==> src/rtl/hwpe_stream_tx_gen_pkg.sv <==
// hwpe_stream_tx_gen_pkg: shared types and constants for the HWPE-Stream packet generator.
package hwpe_stream_tx_gen_pkg;

    typedef enum logic {
        TX_INCR = 1'b0,
        TX_LFSR = 1'b1
    } tx_mode_t;

    typedef enum logic [1:0] {
        TX_IDLE,
        TX_RUN,
        TX_GAP,
        TX_DONE
    } tx_state_t;

    localparam logic [31:0] DEFAULT_LFSR_POLY = 32'h8020_0003;

endpackage

==> src/rtl/hwpe_stream_tx_gen_if.sv <==
// hwpe_stream_tx_gen_if: HWPE-Stream beat bundle (valid/ready/data/strb) with source and sink views.
interface hwpe_stream_tx_gen_if #(
    parameter int unsigned DATA_WIDTH = 32
);
    logic                    valid;
    logic                    ready;
    logic [DATA_WIDTH-1:0]   data;
    logic [DATA_WIDTH/8-1:0] strb;

    modport master(output valid, data, strb, input ready);
    modport slave(input valid, data, strb, output ready);
endinterface

==> src/rtl/hwpe_stream_tx_gen_pattern.sv <==
// hwpe_stream_tx_gen_pattern: beat data register; loads the seed, then steps INCR or Galois LFSR on each enable.
module hwpe_stream_tx_gen_pattern
    import hwpe_stream_tx_gen_pkg::*;
#(
    parameter int unsigned           DATA_WIDTH = 32,
    parameter logic [DATA_WIDTH-1:0] LFSR_POLY  = DATA_WIDTH'(DEFAULT_LFSR_POLY)
) (
    input  logic                  clk_i,
    input  logic                  rst_i,
    input  logic                  clear_i,
    input  logic                  load_i,
    input  logic                  en_i,
    input  logic [DATA_WIDTH-1:0] seed_i,
    input  tx_mode_t              mode_i,
    output logic [DATA_WIDTH-1:0] data_o
);
    tx_mode_t              mode;
    logic [DATA_WIDTH-1:0] next;

    always_comb next = mode == TX_LFSR ? (data_o >> 1) ^ (data_o[0] ? LFSR_POLY : '0) : data_o + DATA_WIDTH'(1);

    // An all-zero LFSR state would lock up, so a zero seed starts from 1 instead
    always_ff @(posedge clk_i or posedge rst_i) begin
        if (rst_i) begin
            data_o <= '0;
            mode   <= TX_INCR;
        end else if (clear_i) begin
            data_o <= '0;
            mode   <= TX_INCR;
        end else if (load_i) begin
            mode   <= mode_i;
            data_o <= (mode_i == TX_LFSR && seed_i == '0) ? DATA_WIDTH'(1) : seed_i;
        end else if (en_i) begin
            data_o <= next;
        end
    end
endmodule

==> src/rtl/hwpe_stream_tx_gen.sv <==
// hwpe_stream_tx_gen: emits a packet of len_i HWPE-Stream beats on start_i, then pulses done_o.
// Define HWPE_STREAM_TX_THROTTLE_EN to add gap_i idle cycles between beats.
module hwpe_stream_tx_gen
    import hwpe_stream_tx_gen_pkg::*;
#(
    parameter int unsigned           DATA_WIDTH = 32,
    parameter int unsigned           LEN_WIDTH  = 16,
    parameter logic [DATA_WIDTH-1:0] LFSR_POLY  = DATA_WIDTH'(DEFAULT_LFSR_POLY)
) (
    input  logic                  clk_i,
    input  logic                  rst_i,
    input  logic                  clear_i,
    input  logic                  start_i,
    input  logic [LEN_WIDTH-1:0]  len_i,
    input  logic [DATA_WIDTH-1:0] seed_i,
    input  tx_mode_t              mode_i,
`ifdef HWPE_STREAM_TX_THROTTLE_EN
    input  logic [3:0]            gap_i,
`endif
    output logic                  busy_o,
    output logic                  done_o,
    hwpe_stream_tx_gen_if.master  tx
);
    tx_state_t               state;
    logic [LEN_WIDTH-1:0]    cnt;
    logic [LEN_WIDTH-1:0]    len_q;
    logic                    valid;
    logic [DATA_WIDTH/8-1:0] strb;
    logic                    hs;
    logic                    last;
    logic                    load;
`ifdef HWPE_STREAM_TX_THROTTLE_EN
    logic [3:0]              gap_q;
    logic [3:0]              gap_cnt;
`endif

    assign hs       = valid & tx.ready;
    assign last     = cnt == len_q - LEN_WIDTH'(1);
    assign load     = state == TX_IDLE && start_i && len_i != '0;
    assign tx.valid = valid;
    assign tx.strb  = strb;

    hwpe_stream_tx_gen_pattern #(
        .DATA_WIDTH (DATA_WIDTH),
        .LFSR_POLY  (LFSR_POLY)
    ) i_pattern (
        .clk_i   (clk_i),
        .rst_i   (rst_i),
        .clear_i (clear_i),
        .load_i  (load),
        .en_i    (hs),
        .seed_i  (seed_i),
        .mode_i  (mode_i),
        .data_o  (tx.data)
    );

    always_ff @(posedge clk_i or posedge rst_i) begin
        if (rst_i) begin
            state  <= TX_IDLE;
            busy_o <= 1'b0;
            done_o <= 1'b0;
            valid  <= 1'b0;
            strb   <= '0;
            cnt    <= '0;
            len_q  <= '0;
`ifdef HWPE_STREAM_TX_THROTTLE_EN
            gap_q   <= '0;
            gap_cnt <= '0;
`endif
        end else if (clear_i) begin
            state  <= TX_IDLE;
            busy_o <= 1'b0;
            done_o <= 1'b0;
            valid  <= 1'b0;
            strb   <= '0;
            cnt    <= '0;
        end else begin
            done_o <= 1'b0;
            case (state)
                TX_IDLE: if (start_i) begin
                    busy_o <= 1'b1;
                    len_q  <= len_i;
                    cnt    <= '0;
`ifdef HWPE_STREAM_TX_THROTTLE_EN
                    gap_q  <= gap_i;
`endif
                    if (len_i != '0) begin
                        state <= TX_RUN;
                        valid <= 1'b1;
                        strb  <= '1;
                    end else begin
                        state  <= TX_DONE;
                        done_o <= 1'b1;
                    end
                end
                TX_RUN: if (hs) begin
                    if (last) begin
                        state  <= TX_DONE;
                        valid  <= 1'b0;
                        strb   <= '0;
                        done_o <= 1'b1;
                    end else begin
                        cnt <= cnt + LEN_WIDTH'(1);
`ifdef HWPE_STREAM_TX_THROTTLE_EN
                        if (gap_q != '0) begin
                            state   <= TX_GAP;
                            valid   <= 1'b0;
                            strb    <= '0;
                            gap_cnt <= gap_q;
                        end
`endif
                    end
                end
`ifdef HWPE_STREAM_TX_THROTTLE_EN
                // Valid reappears on the cycle after the counter reaches one, giving exactly gap_q idle cycles
                TX_GAP: if (gap_cnt == 4'd1) begin
                    state <= TX_RUN;
                    valid <= 1'b1;
                    strb  <= '1;
                end else begin
                    gap_cnt <= gap_cnt - 4'd1;
                end
`endif
                TX_DONE: begin
                    state  <= TX_IDLE;
                    busy_o <= 1'b0;
                end
                default: state <= TX_IDLE;
            endcase
        end
    end
endmodule
==> src/flat_wrapper.sv <==
// flat-port wrapper written by rule: the top's interface ports become plain ports
module hwpe_stream_tx_gen_flat import hwpe_stream_tx_gen_pkg::*;
#(
    parameter int unsigned           DATA_WIDTH = 32,
    parameter int unsigned           LEN_WIDTH  = 16,
    parameter logic [DATA_WIDTH-1:0] LFSR_POLY  = DATA_WIDTH'(DEFAULT_LFSR_POLY)
)
  (clk_i, rst_i, clear_i, start_i, len_i, seed_i, mode_i, busy_o, done_o, tx_valid, tx_data, tx_strb, tx_ready);
  hwpe_stream_tx_gen_if #(.DATA_WIDTH(DATA_WIDTH)) tx_i ();
  input  logic clk_i;
  input  logic rst_i;
  input  logic clear_i;
  input  logic start_i;
  input  logic [LEN_WIDTH-1:0] len_i;
  input  logic [DATA_WIDTH-1:0] seed_i;
  input  tx_mode_t mode_i;
  output logic busy_o;
  output logic done_o;
  output wire logic [$bits(tx_i.valid)-1:0] tx_valid;
  output wire logic [$bits(tx_i.data)-1:0] tx_data;
  output wire logic [$bits(tx_i.strb)-1:0] tx_strb;
  input wire logic [$bits(tx_i.ready)-1:0] tx_ready;
  assign tx_valid = tx_i.valid;
  assign tx_data = tx_i.data;
  assign tx_strb = tx_i.strb;
  assign tx_i.ready = tx_ready;
  hwpe_stream_tx_gen #(.DATA_WIDTH(DATA_WIDTH), .LEN_WIDTH(LEN_WIDTH), .LFSR_POLY(LFSR_POLY)) u_core (.clk_i(clk_i), .rst_i(rst_i), .clear_i(clear_i), .start_i(start_i), .len_i(len_i), .seed_i(seed_i), .mode_i(mode_i), .busy_o(busy_o), .done_o(done_o), .tx(tx_i));
endmodule
==> config.mk <==
export PLATFORM = sky130hd
export DESIGN_NAME = hwpe_stream_tx_gen_flat
export DESIGN_NICKNAME = d
export VERILOG_FILES = /design/src/rtl/hwpe_stream_tx_gen_pkg.sv /design/src/rtl/hwpe_stream_tx_gen_if.sv /design/src/rtl/hwpe_stream_tx_gen_pattern.sv /design/src/rtl/hwpe_stream_tx_gen.sv /design/src/flat_wrapper.sv
export SDC_FILE = /design/constraint.sdc
export NUM_CORES = 1
export LEC_CHECK = 0
export CORE_ASPECT_RATIO = 1.2
export CORE_MARGIN = 8
export CORE_UTILIZATION = 48
export DETAILED_ROUTE_END_ITERATION = 8
export PLACE_DENSITY = 0.77
export SLEW_MARGIN = 20
export SYNTH_ARGS = -nofsm -noshare
export SYNTH_HDL_FRONTEND = slang
export SYNTH_SLANG_ARGS = --single-unit
==> constraint.sdc <==
create_clock -name clk_i -period 2.9 [get_ports clk_i]
set_input_delay 0.58 -clock clk_i [delete_from_list [all_inputs] [get_ports clk_i]]
set_output_delay 0.58 -clock clk_i [all_outputs]
set_load 0.02 [all_outputs]
# Yosys cells after proc, flatten, opt, wreduce, memory -nomap -nowiden
# Index checks and enable logic that the tools add are counted.
# W data, S select, Z words.
# classes
add_sub_neg,3
mul,0
div_mod_pow,0
magnitude_cmp,0
n_eq_ne,8
n_shift,0
n_mux,40
bitwise,3
reduce_logical,15
# ops
operator,n
$mux W32,6
$mux W16,4
$add A32 B1 Y32 const B,1
$logic_not A32 Y1,1
$pmux W16 S2,1
$xor A31 B32 Y32,1
$mux W4,5
$add A16 B1 Y16 const B,1
$eq A16 B16 Y1,1
$reduce_bool A16 Y1,1
$sub A16 B1 Y16 const B,1
$mux W1,14
$mux W2,5
$ne A3 B3 Y1 const B,3
$reduce_bool A3 Y1,3
$pmux W4 S2,1
$ne A3 B2 Y1 const B,2
$pmux W1 S2,3
$reduce_and A3 Y1,2
$reduce_and A5 Y1,1
$pmux W2 S2,1
$reduce_and A4 Y1,1
$logic_and A1 B1 Y1,3
$eq A2 B1 Y1 const B,1
other kinds (6),6
# totals
ff_bits,74
latch_bits,0
ram_bits,0
romBits,0
inputBits,54
n_memories,0

# Logic depth before layout (Yosys ltp)
# logic_depth
word_depth,6
depth_mapped,11
mapped_depth_nobuf,9

# Modules after synthesis
# From an unflattened synthesis, not the netlist that was laid out.
# hier_totals
cells_unflattened,611
hier_area_um2,5136.2
# by_module_without_submodules
module,instances,cells_each,area_each_um2,seq_area_each_um2
hwpe_stream_tx_gen_pattern,1,360,2832.7,825.8
hwpe_stream_tx_gen,1,251,2303.5,925.9

# Least setup slack after synthesis
# OpenSTA, ideal clock, no wires.
# synth_path
kind,register -> register
startpoint,reg u_core.len_q[0]
endpoint,reg u_core.cnt[2]
setup_ns,0.078
arrival_time_ns,2.793
required_ns,2.822
slack_ns,0.029
stages_incl_launch_ff,12
n_path_buf,2
synth_period_minus_slack_ns,2.871
path_cell_list,dfrtp_1 inv_1 ha_1 or3b_1 buf_2 or4_1 a211o_1 o311ai_2 nor4_4 buf_6 or3_1 a21oi_1
# synth_between
elab_chain_len,4
# synth_lines
item,line,rtl
start: declaration,hwpe_stream_tx_gen.sv:26,logic [LEN_WIDTH-1:0] len_q;
start signal: assignment,hwpe_stream_tx_gen.sv:82,len_q <= len_i;
$sub A16 B1 Y16,hwpe_stream_tx_gen.sv:38,assign last = cnt == len_q - LEN_WIDTH'(1);
$eq A16 B16 Y1,hwpe_stream_tx_gen.sv:38,
$ne A3 B3 Y1 (no source line),--,
$reduce_and A4 Y1 (no source line),--,
end signal: assignment,hwpe_stream_tx_gen.sv:103,cnt <= cnt + LEN_WIDTH'(1);
end: declaration,hwpe_stream_tx_gen.sv:25,logic [LEN_WIDTH-1:0] cnt;
# Every way passes these cells.
# A chain may end at the register's enable or synchronous reset.

# Final worst setup path
# layout_path
startpoint,reg u_core.len_q[6]
endpoint,reg u_core.cnt[9]
# The elaborated chain is that of the path after synthesis.

==> flow_metrics.py <==
metrics = {
    "flow_run": {
        "cap_viol_max_count": 0,
    },
    "global_route": {
        "antenna_found_initial": 0,
        "grt_usage_pct": 23.8,
        "grt_max_degree": 34,
        "grt_pass1_wl_mm": 26.6,
        "grt_remaining_overflow": 0,
        "grt_pass1_vias": 5471,
    },
    "drt": {
        "viasPerCell": 6.39,
        "drt-total-wl_mm": 16.5,
        "drtIter0Drc": 338,
        "drc": 0,
        "drtAntennaViolNets": 0,
        "vias": 5281,
        "wl_per_cell_um": 19.9,
        "drtPass1Iterations": 5,
    },
    "power": {
        "power_density_mw_per_mm2": 481,
        "power_mw": 3.18,
        "ir_worst_vdd_v": 0.000272,
        "leakage_nw": 2.56,
    },
    "worst_hold_path": {
        "hp-class": "register to register",
        "whs_path_depth": 2,
        "min_from": "u_core.busy_o",
        "hold_end": "u_core.busy_o",
    },
    "synth": {
        "syn-num-nets": 645,
        "yosysWarnings": 0,
        "syn_avg_cell_area_um2": 8.42,
        "synth_common_cells": "dfrtp_1 (70), nand2_1 (64), nor2_1 (55)",
        "synth_edf_count": 0,
        "synth_top_area_share_pct": 35.4,
        "synth-async-reset-ratio_pct": 100,
        "synthTopCellsByArea": "dfrtp_1 (35%), nand2_1 (4.9%), nor2_1 (4.2%)",
        "synth_area_mm2": 0.00495,
        "ys_seq_area_share_pct": 35.4,
        "yosysMostFrequentCell": "dfrtp_1",
        "yosysUniqueCellTypes": 62,
        "yosys.area.top_type": "dfrtp_1",
        "synthCells": 588,
        "ys_ff_latch": 70,
        "ys.flop_type": "dfrtp_1",
    },
    "sta": {
        "max-slew-margin-rel_pct": 42.6,
        "fin_skew_ns": 0.00756,
        "grt_setup_unrepaired": "yes",
        "timing.final.ws_setup_ns": 0.0214,
        "min_period_over_period_pct": 99.3,
        "worstMarginPinSlew_ns": 0.861,
        "drv_slew": 0,
        "hold_viol_final": 0,
        "hold_ws_ns": 0.522,
        "layout_min_cycle_time_ns": 2.88,
        "setup_viol": 0,
        "fmaxAchievable_ghz": 0.347,
    },
    "setup_path": {
        "critPathRequiredTime_ns": 3.16,
        "critical_path.startpoint_type": "register",
        "worst-r2r-setup-slack_ns": 0.02,
        "worstReg2RegEnd": "u_core.cnt[9]",
        "worstRegToRegCells": 8,
        "path_class": "register to register",
        "critical_path.endpoint_type": "register",
        "regToRegStartpoint": "u_core.len_q[6]",
        "arrival_ns": 3.14,
        "worstPathMaxFanout": 7,
    },
    "clocking": {
        "cts.clk_slew.worst_paths_ns": 0.06,
        "numCtsBuffers": 9,
        "clkSinkCount": 70,
        "clk_latency_ns": 0.33,
        "cts_tree": "built",
        "htree_levels": 3,
        "clock-root-buffer": "clkbuf_16",
        "cts.path.max_buffers": 2,
        "holdBufCountCts": 0,
    },
    "cells_and_area": {
        "final-instance-count-excl-fill": 827,
        "nNetsFinal": 753,
        "drive_gt1_share_pct": 15.3,
        "num_antenna_cells": 0,
        "area_growth_syn_to_layout_pct": 33.6,
        "final_util_pct": 66.1,
        "nFillCells": 836,
    },
    "placed_design": {
        "dpl_worst_slack_ns": -0.117,
        "gp_congestion": 0.906,
        "dp_cells": 803,
        "dp_hpwl_mm": 12.1,
        "portBuffers": 92,
    },
    "run_status": {
        "status": "completed",
    },
    "floorplan": {
        "row_count": 40,
        "io_pins": 93,
        "die_h_um": 127,
        "core_area_mm2": 0.0100,
        "die_area_mm2": 0.0138,
        "start_util_pct": 49.5,
        "dieWidth_um": 109,
    },
}
==> layer usage <==
metal	wire length [um]	vias up	part of all wire [%]	global-route usage (%)
li1	-	2427	-	-
met5	0	-	0	0
met2	8280	239	50	40.1
met4	657	0	4.0	13.1
met1	6420	2565	39	27.3
met3	1100	50	6.7	5.33
==> worst max-delay path, cell delays in order (launching register included) <==
cell      delay [ns]
dfrtp_1         0.38
or4_4           0.55
or4_4           0.52
a211o_1         0.36
o311ai_4        0.15
nor4_4          0.09
buf_4           0.17
or4_4           0.47
a21oi_2         0.12
==> logic make-up after synthesis <==
family | count (synthesis) | share of synthesized area, %
XOR/XNOR | 30 | 5.58
adder cells (fa/ha/maj) | 3 | 0.758
AND/OR/NAND/NOR | 257 | 27.5
multiplexers | 24 | 5.31
buffers and inverters | 51 | 4.45
flip-flops | 70 | 35.4
AO/OA/AOI/OAI | 153 | 21.0
==> cells in the final DEF, fill, tap and decap left out, types with 14 or more instances in the layout <==
| cell | netlist | layout |
|---|---|---|
| clkdlybuf4s50_1 | 0 | 92 |
| dfrtp_1 | 70 | 70 |
| nand2_1 | 64 | 64 |
| nor2_1 | 55 | 55 |
| buf_4 | 5 | 43 |
| o21ai_0 | 33 | 32 |
| a21oi_1 | 31 | 29 |
| mux2_2 | 18 | 18 |
| xnor2_1 | 17 | 17 |
| nor3_1 | 18 | 16 |
| or3_1 | 16 | 16 |
| a211oi_1 | 16 | 16 |
| nand4_1 | 14 | 14 |
==> power by group <==
part           leakage, nW  switching (mW)  internal [mW]
registers            0.914           0.127           1.06
logic                 1.50           0.483          0.442
clock network        0.143           0.406          0.660
total                 2.56            1.02           2.17
==> area by class of cell <==
class	count	area, um^2	area share, %
Clock buffer	11	233	3.52
Clock inverter	5	50.0	0.757
Inverter	10	37.5	0.568
Multi-Input combinational cell	468	3100	46.9
Sequential cell	70	1750	26.5
Tap cell	126	158	2.38
Timing Repair Buffer	137	1280	19.4
==> registers in the layout, summed over array words and instances, names as in the netlist <==
| register | cells |
|---|---|
| u_core.len_q | 16 |
| u_core.i_pattern.data_o | 32 |
| u_core.state | 2 |
| u_core.i_pattern.mode | 1 |
| u_core.cnt | 16 |
| u_core.done_o | 1 |
| u_core.tx.strb | 1 |
| u_core.busy_o | 1 |
==> stage by stage <==
step	instance area, um^2	TNS [ns]
final	6610	0
after global routing	6610	-0.261
after CTS	6530	0
after detailed placement	6180	-0.827
after global placement	6180	-1.01
after floorplan	4950	0
==> timing repair <==
item,4_1_cts,5_1_grt
resized for setup,6,16
setup buffers,6,2
pin swaps,5,5
endpoints found under the setup margin,6,19
cloned,1,0
==> how the worst max path moves through the flow <==
stage                    startpoint  cells after the start                     endpoint  slack, ns
floorplan           u_core.len_q[0]                     11                u_core.cnt[2]       0.03
global placement         seed_i[28]                      9  u_core.i_pattern.data_o[13]      -0.15
detailed placement       seed_i[28]                      9  u_core.i_pattern.data_o[15]      -0.12
CTS                 u_core.len_q[1]                     10                u_core.cnt[1]     0.0003
global route        u_core.len_q[0]                     10            u_core.tx.strb[2]      -0.06
finish              u_core.len_q[6]                      8                u_core.cnt[9]       0.02
(Power assumes the default switching activity.)
